**src/rtl/pe_launch_ctrl.sv**
```systemverilog
// pe_launch_ctrl: launches a group of PEs for a number of start/done rounds.
// A command (PE mask + iteration count) is taken in IDLE. Each round pulses
// ap_start on the masked PEs for one cycle and then collects their ap_done
// bits until every masked PE has reported. All outputs are registered.
// Optional watchdog: define PE_LAUNCH_TIMEOUT_EN to bound the time spent
// waiting for done; without it WAIT waits indefinitely and timeout is 0.
module pe_launch_ctrl #(
  parameter int NUM_PE         = 4,
  parameter int ITER_WIDTH     = 16,
  parameter int TIMEOUT_CYCLES = 1048576
) (
  input  logic                  clk,
  input  logic                  reset,
  input  logic                  cmd_valid,
  output logic                  cmd_ready,
  input  logic [NUM_PE-1:0]     cmd_pe_mask,
  input  logic [ITER_WIDTH-1:0] cmd_iters,
  input  logic                  abort,
  output logic [NUM_PE-1:0]     ap_start,
  input  logic [NUM_PE-1:0]     ap_done,
  output logic                  busy,
  output logic                  done_pulse,
  output logic [ITER_WIDTH-1:0] iter_count,
  output logic                  timeout
);

  typedef enum logic [1:0] {IDLE, START, WAIT, DONE} state_t;

  state_t                state_reg;
  logic [NUM_PE-1:0]     mask_reg;
  logic [ITER_WIDTH-1:0] iters_reg;
  logic [NUM_PE-1:0]     done_seen_reg;
  logic                  cmd_ready_reg;
  logic [NUM_PE-1:0]     ap_start_reg;
  logic                  busy_reg;
  logic                  done_pulse_reg;
  logic [ITER_WIDTH-1:0] iter_count_reg;

  // Done bits seen so far in this round, including this cycle's ap_done.
  logic [NUM_PE-1:0]     done_next;
  logic                  round_done;
  logic [ITER_WIDTH-1:0] iter_next;
  logic                  cmd_empty;
  logic                  wdog_hit;

  assign done_next  = done_seen_reg | (ap_done & mask_reg);
  assign round_done = (done_next == mask_reg);
  assign iter_next  = iter_count_reg + ITER_WIDTH'(1);
  assign cmd_empty  = (mask_reg == '0) || (iters_reg == '0);

`ifdef PE_LAUNCH_TIMEOUT_EN
  localparam int TW = $clog2(TIMEOUT_CYCLES + 1);
  logic [TW-1:0] wait_cnt_reg;
  logic          timeout_reg;
  // Fires on the last permitted WAIT cycle so the state leaves WAIT after
  // exactly TIMEOUT_CYCLES cycles there.
  assign wdog_hit = (wait_cnt_reg == TW'(TIMEOUT_CYCLES - 1));
  assign timeout  = timeout_reg;
`else
  // Watchdog compiled out: no counter, flag permanently low. The limit
  // parameter is intentionally ignored in this build.
  assign wdog_hit = 1'b0;
  assign timeout  = 1'b0 & (TIMEOUT_CYCLES != 0);
`endif

  assign cmd_ready  = cmd_ready_reg;
  assign ap_start   = ap_start_reg;
  assign busy       = busy_reg;
  assign done_pulse = done_pulse_reg;
  assign iter_count = iter_count_reg;

  // Launch FSM with registered outputs; pulses default low every cycle.
  always_ff @(posedge clk) begin
    if (reset) begin
      state_reg      <= IDLE;
      mask_reg       <= '0;
      iters_reg      <= '0;
      done_seen_reg  <= '0;
      cmd_ready_reg  <= 1'b1;
      ap_start_reg   <= '0;
      busy_reg       <= 1'b0;
      done_pulse_reg <= 1'b0;
      iter_count_reg <= '0;
`ifdef PE_LAUNCH_TIMEOUT_EN
      wait_cnt_reg   <= '0;
      timeout_reg    <= 1'b0;
`endif
    end else begin
      ap_start_reg   <= '0;
      done_pulse_reg <= 1'b0;
      case (state_reg)
        IDLE: begin
          if (cmd_valid) begin
            mask_reg       <= cmd_pe_mask;
            iters_reg      <= cmd_iters;
            iter_count_reg <= '0;
            cmd_ready_reg  <= 1'b0;
            busy_reg       <= 1'b1;
            state_reg      <= START;
            // An empty command passes through START without starting a PE.
            ap_start_reg   <= (cmd_iters != '0) ? cmd_pe_mask : '0;
`ifdef PE_LAUNCH_TIMEOUT_EN
            timeout_reg    <= 1'b0;
`endif
          end
        end
        START: begin
          done_seen_reg <= '0;
`ifdef PE_LAUNCH_TIMEOUT_EN
          wait_cnt_reg  <= '0;
`endif
          if (abort) begin
            state_reg     <= IDLE;
            cmd_ready_reg <= 1'b1;
            busy_reg      <= 1'b0;
          end else if (cmd_empty) begin
            state_reg      <= DONE;
            done_pulse_reg <= 1'b1;
          end else begin
            state_reg <= WAIT;
          end
        end
        WAIT: begin
          if (abort) begin
            state_reg     <= IDLE;
            cmd_ready_reg <= 1'b1;
            busy_reg      <= 1'b0;
          end else if (round_done) begin
            iter_count_reg <= iter_next;
            done_seen_reg  <= '0;
            if (iter_next < iters_reg) begin
              state_reg    <= START;
              ap_start_reg <= mask_reg;
            end else begin
              state_reg      <= DONE;
              done_pulse_reg <= 1'b1;
            end
          end else if (wdog_hit) begin
            state_reg     <= IDLE;
            cmd_ready_reg <= 1'b1;
            busy_reg      <= 1'b0;
`ifdef PE_LAUNCH_TIMEOUT_EN
            timeout_reg   <= 1'b1;
`endif
          end else begin
            done_seen_reg <= done_next;
`ifdef PE_LAUNCH_TIMEOUT_EN
            wait_cnt_reg  <= wait_cnt_reg + TW'(1);
`endif
          end
        end
        DONE: begin
          state_reg     <= IDLE;
          cmd_ready_reg <= 1'b1;
          busy_reg      <= 1'b0;
        end
        default: begin
          state_reg     <= IDLE;
          cmd_ready_reg <= 1'b1;
          busy_reg      <= 1'b0;
        end
      endcase
    end
  end

endmodule

```
**config.mk**
```make
export PLATFORM = sky130hd
export DESIGN_NAME = pe_launch_ctrl
export DESIGN_NICKNAME = d
export VERILOG_FILES = /design/src/rtl/pe_launch_ctrl.sv
export SDC_FILE = /design/constraint.sdc
export NUM_CORES = 1
export LEC_CHECK = 0
export ABC_AREA = 1
export BUFFER_PORTS_ARGS = -buffer_cell sky130_fd_sc_hd__clkbuf_2
export CAP_MARGIN = 20
export CORE_MARGIN = 3
export CORE_UTILIZATION = 56
export DETAILED_ROUTE_END_ITERATION = 16
export PLACE_DENSITY = 0.81
export SETUP_SLACK_MARGIN = 0.3
export SLEW_MARGIN = 30
export SYNTH_ARGS = -nofsm -noshare
export SYNTH_HDL_FRONTEND = slang
export SYNTH_SLANG_ARGS = --single-unit
```
**constraint.sdc**
```tcl
create_clock -name clk -period 2.8 [get_ports clk]
set_input_delay 0.56 -clock clk [delete_from_list [all_inputs] [get_ports clk]]
set_output_delay 0.56 -clock clk [all_outputs]
set_load 0.005 [all_outputs]
```
# Word level (Yosys, flattened, before mapping)
# Index checks and enable logic that the tools add are counted.
word_totals:
  register_bits: 49
  input_bits: 28
  out_inout_bits: 24
  word_cells: 67
classes:
  n_addsub: 1
  n_lt_le_gt_ge: 1
  eq_ne: 9
  muxes: 32
  bitwise_logic: 2
  reduce_logical: 13
ops:
  columns: ["cell", "n"]
  rows:
  - ["$mux 16", 3]
  - ["$pmux 16 s2", 1]
  - ["$mux 4", 7]
  - ["$add 16x1->16 const B", 1]
  - ["$logic_not 16->1", 1]
  - ["$lt 16x16->1", 1]
  - ["$pmux 4 s2", 2]
  - ["$reduce_bool 16->1", 1]
  - ["$mux 1", 10]
  - ["$mux 2", 5]
  - ["$pmux 2 s4", 1]
  - ["$reduce_and 2->1", 4]
  - ["$ne 2x2->1 const B", 3]
  - ["$pmux 1 s3", 2]
  - ["$and 4x4->4", 1]
  - ["$eq 2x2->1 const B", 2]
  - ["$eq 4x4->1", 1]
  - ["$logic_not 4->1", 1]
  - ["$or 4x4->4", 1]
  - ["$reduce_and 4->1", 1]
  - ["$reduce_bool 2->1", 2]
  - ["$ne 3x3->1 const B", 1]
  - ["$eq 2x1->1 const B", 1]
  - ["$logic_not 2->1", 1]
  - ["other kinds (4)", 4]

# Depth between registers and ports, before layout
depth:
  depth_word: 6
  depth_mapped: 20
  depth_no_buf: 20

# Worst setup path after synthesis
# Ideal clock, no wire load.
synth_path:
  path_kind: "register -> register"
  startpoint: "register iter_count_reg[0] (netlist: iter_count[0])"
  endpoint: "register state_reg[1]"
  setup_ns: 0.071
  arrival_ns: 2.202
  t_required_ns: 2.729
  path_slack_ns: 0.527
  stages_incl_launch_ff: 19
  path_buffers: 0
  synth_period_minus_slack_ns: 2.273
  path_cell_list: "dfxtp_1 -> ha_1 -> nand2_1 -> nor2_2 -> inv_2 -> nor2_4 -> nand3_2 -> nor2_2 -> xnor2_1 -> clkinv_1 -> ha_1 -> nand4_1 -> nor3_1 -> nand2_1 -> nand2_1 -> nand2_1 -> nand2_1 -> nand2_1 -> a21oi_1"
synth_via:
  elab_chain_cells: 6
synth_lines:
  columns: ["item", "line", "text"]
  rows:
  - ["from (decl)", "37", "logic [ITER_WIDTH-1:0] iter_count_reg;"]
  - ["from (signal assigned)", "129", "iter_count_reg <= iter_next;"]
  - ["$add 16x1->16", "48", "assign iter_next = iter_count_reg + ITER_WIDTH'(1);"]
  - ["$lt 16x16->1", "131", "if (iter_next < iters_reg) begin"]
  - ["$mux 2", "131", null]
  - ["$mux 2", "128", "end else if (round_done) begin"]
  - ["$mux 2", "124", "if (abort) begin"]
  - ["$pmux 2 s4", "91", "case (state_reg)"]
  - ["to (signal assigned)", "125", "state_reg <= IDLE;"]
  - ["to (signal assigned)", "132", "state_reg <= START;"]
  - ["to (signal assigned)", "135", "state_reg <= DONE;"]
  - ["to (decl)", "29", "state_t state_reg;"]
# Every way passes these cells. The select of a mux whose other input is x is not followed.
# A chain may end at the register's enable or synchronous reset.

# Worst setup path after layout
layout_path:
  startpoint: "register iter_count_reg[1] (netlist: iter_count[1])"
  endpoint: "register ap_start_reg[2] (netlist: ap_start[2])"
layout_via:
  elab_chain_cells: 6
layout_lines:
  columns: ["item", "line", "text"]
  rows:
  - ["$add 16x1->16", "48", null]
  - ["$lt 16x16->1", "131", null]
  - ["$mux 4", "131", null]
  - ["$mux 4", "128", null]
  - ["$mux 4", "124", null]
  - ["$pmux 4 s2", "91", null]
  - ["to (signal assigned)", "101", "ap_start_reg <= (cmd_iters != '0) ? cmd_pe_mask : '0;"]
  - ["to (signal assigned)", "133", "ap_start_reg <= mask_reg;"]
  - ["to (decl)", "34", "logic [NUM_PE-1:0] ap_start_reg;"]
# Every way passes these cells.

==> run metrics <==
status=completed; CP Cell Sequence=ha_4 > nand2_4 > nor2_4 > inv_2 > nor2_4 > nand3_2 > nor2_2 > xnor2_1 > inv_2 > ha_1 > nand4_1 > a21oi_1 > nor2_1 > nand2_2 > nor2_4 > nand2_1 > a21oi_1; Clock Pin Slew Worst Setup and Hold Paths=approximately 90 ps; Worst Setup Path Type=reg2reg; GR Overflow Total=0; power per cell area=456.0 nW/um^2; Seq pwr share=0.502; crit path max fanout=4; H-Tree Depth=2; top layer in use=met4; DIE AREA=5897 sq um; CTS tree=built; detailed placement HPWL=roughly 4800 um; worst slew pin tran=722.1 ps; chip width=around 77 um; Logic pwr share=0.235; Antenna Violating Nets Remaining=0; post-synthesis register bit count=49; Reg area=between 900 and 1000 sq um; Die Y=76.79 um; Final Hold Vio Count=0; wire per inst=13.69 um; fin cells=518; area occupied by multi-input gates=1652 sq um; YS warnings=0; fin. max-slew vios=0; row count=25; Critical Path Start Type=flip-flop; Clk pwr share=0.264; CP Data Arrival Time=~2800 ps; share of layout cells above drive strength 1=0.2905; largest net degree at the start of global routing=37; # diodes=0; register area share after synthesis=0.3495; Routed met3 length=437 um; Cells after Synth=381; Buffers on Ports=50; largest stage delay on the critical path=around 380 ps; Clock Tree Root=clkbuf_8; clock skew=~6.5 ps; Netlist cell types=36; unrepaired setup endpoints after global routing=yes; gp weighted congestion=approximately 0.84; Yosys top cell area share=0.3495; crit-path leading delay family=simple AND/OR/NAND/NOR gates; Starting Density=0.5864; Int Power=roughly 1.1 mW; CP required=around 3000 ps; syn_nets=about 430; first-pass GRT wire length=approximately 11000 um; CP Capture Type=flip-flop; DRC viols=0; Top-Level Pins=52; Pre-antenna DRT Iters=4; Synth Area per Inst=about 7.4 sq um; min Tclk post-route=about 2500 ps; max-cap viol count=0; clk sinks=49; sw frac=0.3264; met2 WL post-DR=3463 um; Worst-Skew Late Latency=300 ps; Crit-path slowest cell=dfxtp_4; Area growth syn-to-layout=22.34%; Iter 0 DRT Violations=215; total CTS buffers=5; mapped cell area=2806 sq um; Total GRT Usage=0.2375; Crit path buffers/inverters=2; Net count, final=a little under 500; Vias/cell=around 5.3; vias in the first global route=2549; Tcrit/Tclk final=0.9072; vias=between 2000 and 3000; CTS Buffer Depth=2; fin area=around 3400 sq um; number of fill cells=a little over 400; worst hold path class=reg2reg; post-route setup TNS=0 ps; initial antenna violation count=0; VDD IR-drop max=approximately 0.00034 V; Met1 Wirelength=around 3000 um; CP most frequent cell=nor2_4; placed cell areas=3099 sq um; Slew HR=0.5180; Peak Freq=between 0.3 and 0.4 GHz; Synth area leaders=dfxtp_1, nand2_1, a21oi_1; Setup-failing EPs final=0; cell taking the most area after synthesis=dfxtp_1; leakage=around 1.6 nW; sw power=0.5110 mW; core box area=4786 sq um; placed insts=roughly 500; total wire length=just over 7000 um
-- what timing repair did --
item | 4_1_cts | 5_1_grt
gates resized for setup | 9 | 18
pin swaps | 8 | 20
setup endpoints to repair | 6 | 7
hold buffers | 0 | 0
cloned | 0 | 0
setup buffers | 15 | 6
-- power by group through the flow --
stage	clock (mW)	sequential (mW)	combinational [mW]
after global routing	0.456	0.793	0.416
after detailed placement	0	0.800	0.347
after floorplan	0	0.796	0.256
final	0.413	0.785	0.367
after CTS	0.423	0.784	0.354
after global placement	0	0.799	0.335
-- per-layer routing --
metal | track usage | vias to the layer above
met5 | 0 | -
li1 | - | 1393
met2 | 0.4094 | 84
met1 | 0.2991 | 1259
met3 | 0.04460 | 15
met4 | 0.07246 | 0
-- cells by family (layout without fill, tap and decap cells) --
kind of cell,count (synthesis),count (layout),synth area share
simple gates,150,150,0.2675
compound gates,95,95,0.1752
buf+inv,58,128,0.08292
flops,49,49,0.3495
fa+ha+maj,19,19,0.08471
xor+xnor,9,9,0.03879
other cells,1,1,0.001336
-- worst register-to-register path, cell delays in order (launching register included) --
cell     delay, ps
dfxtp_4        380
ha_4           160
nand2_4         70
nor2_4         150
inv_2           70
nor2_4         120
nand3_2         90
nor2_2         130
xnor2_1        140
inv_2           70
ha_1           310
nand4_1        140
a21oi_1         60
nor2_1         110
nand2_2        100
nor2_4         150
nand2_1         80
a21oi_1        140
-- worst paths after layout --
check	slack [ps]	cells past startpoint	from	to
max	260	17	iter_count[1]	ap_start[2]
min	480	2	busy	busy
max reg2reg	260	17	iter_count[1]	ap_start[2]
min reg2reg	480	2	busy	busy
-- cells in the final DEF (no fill, tap or decap), types with 2 or more instances in the layout --
cell type and count:
dfxtp_1 46, inv_2 8, inv_1 37, nand2_2 4, buf_4 18, dfxtp_4 2
clkinvlp_4 2, clkbuf_2 50, clkbuf_8 5, xnor2_2 2, nand3_1 8, nor2_1 17
xor2_2 2, nor3_2 2, nor3_1 5, nand2_1 79, ha_1 18, nand4_1 6
nor4_1 6, nand3_2 2, a21oi_2 6, a21oi_1 53, nor2_4 7, nor2_2 5
o21ai_0 22, xor2_1 2, buf_6 5, and2_2 2, xnor2_1 3, o21ai_1 12
-- cell type report --
cell class                 instances  area share
inverter                          47     0.05211
multi-input combinational        274      0.4810
tap                               67     0.02442
sequential                        49      0.2883
timing repair buffer              73      0.1286
clock buffer                       6     0.02114
clock inverter                     2    0.004373
-- cells in the mapped netlist --
| master | number |
|---|---|
| o21ai_1 | 12 |
| o21a_1 | 1 |
| a21oi_2 | 3 |
| nor2_2 | 6 |
| or2_2 | 1 |
| dfxtp_1 | 49 |
| or2_1 | 1 |
| nor3_1 | 6 |
| clkinv_1 | 3 |
| nor2_8 | 1 |
| nand4_2 | 1 |
| o21bai_1 | 1 |
| nand3_2 | 3 |
| xor2_1 | 2 |
| o21ai_0 | 22 |
| nand4_1 | 6 |
| inv_1 | 38 |
| xnor2_2 | 2 |
| xor2_2 | 2 |
| clkbuf_1 | 8 |
| nand2_2 | 3 |
| and2_2 | 2 |
| nor4_1 | 6 |
| conb_1 | 1 |
| xnor2_1 | 3 |
| buf_6 | 1 |
| ha_1 | 19 |
| nand2_1 | 81 |
| nor2_1 | 18 |
| nand3_1 | 8 |
| nor2_4 | 5 |
| a21oi_1 | 56 |
| inv_2 | 6 |
| nor3_2 | 1 |
| buf_4 | 2 |
| nand4_4 | 1 |
-- per-stage QoR --
step           setup WS, ps  hold WS (ps)    util  power [mW]
6_report              260.0         479.0  0.7174       1.566
5_1_grt               94.08         497.4  0.7174       1.665
4_1_cts               298.0         478.5  0.6944       1.561
3_5_place_dp          263.6         466.0  0.6476       1.147
3_3_place_gp          410.3         453.8  0.6476       1.134
2_1_floorplan         527.1         449.2       -       1.051
Power figures use the tool's default switching activity.
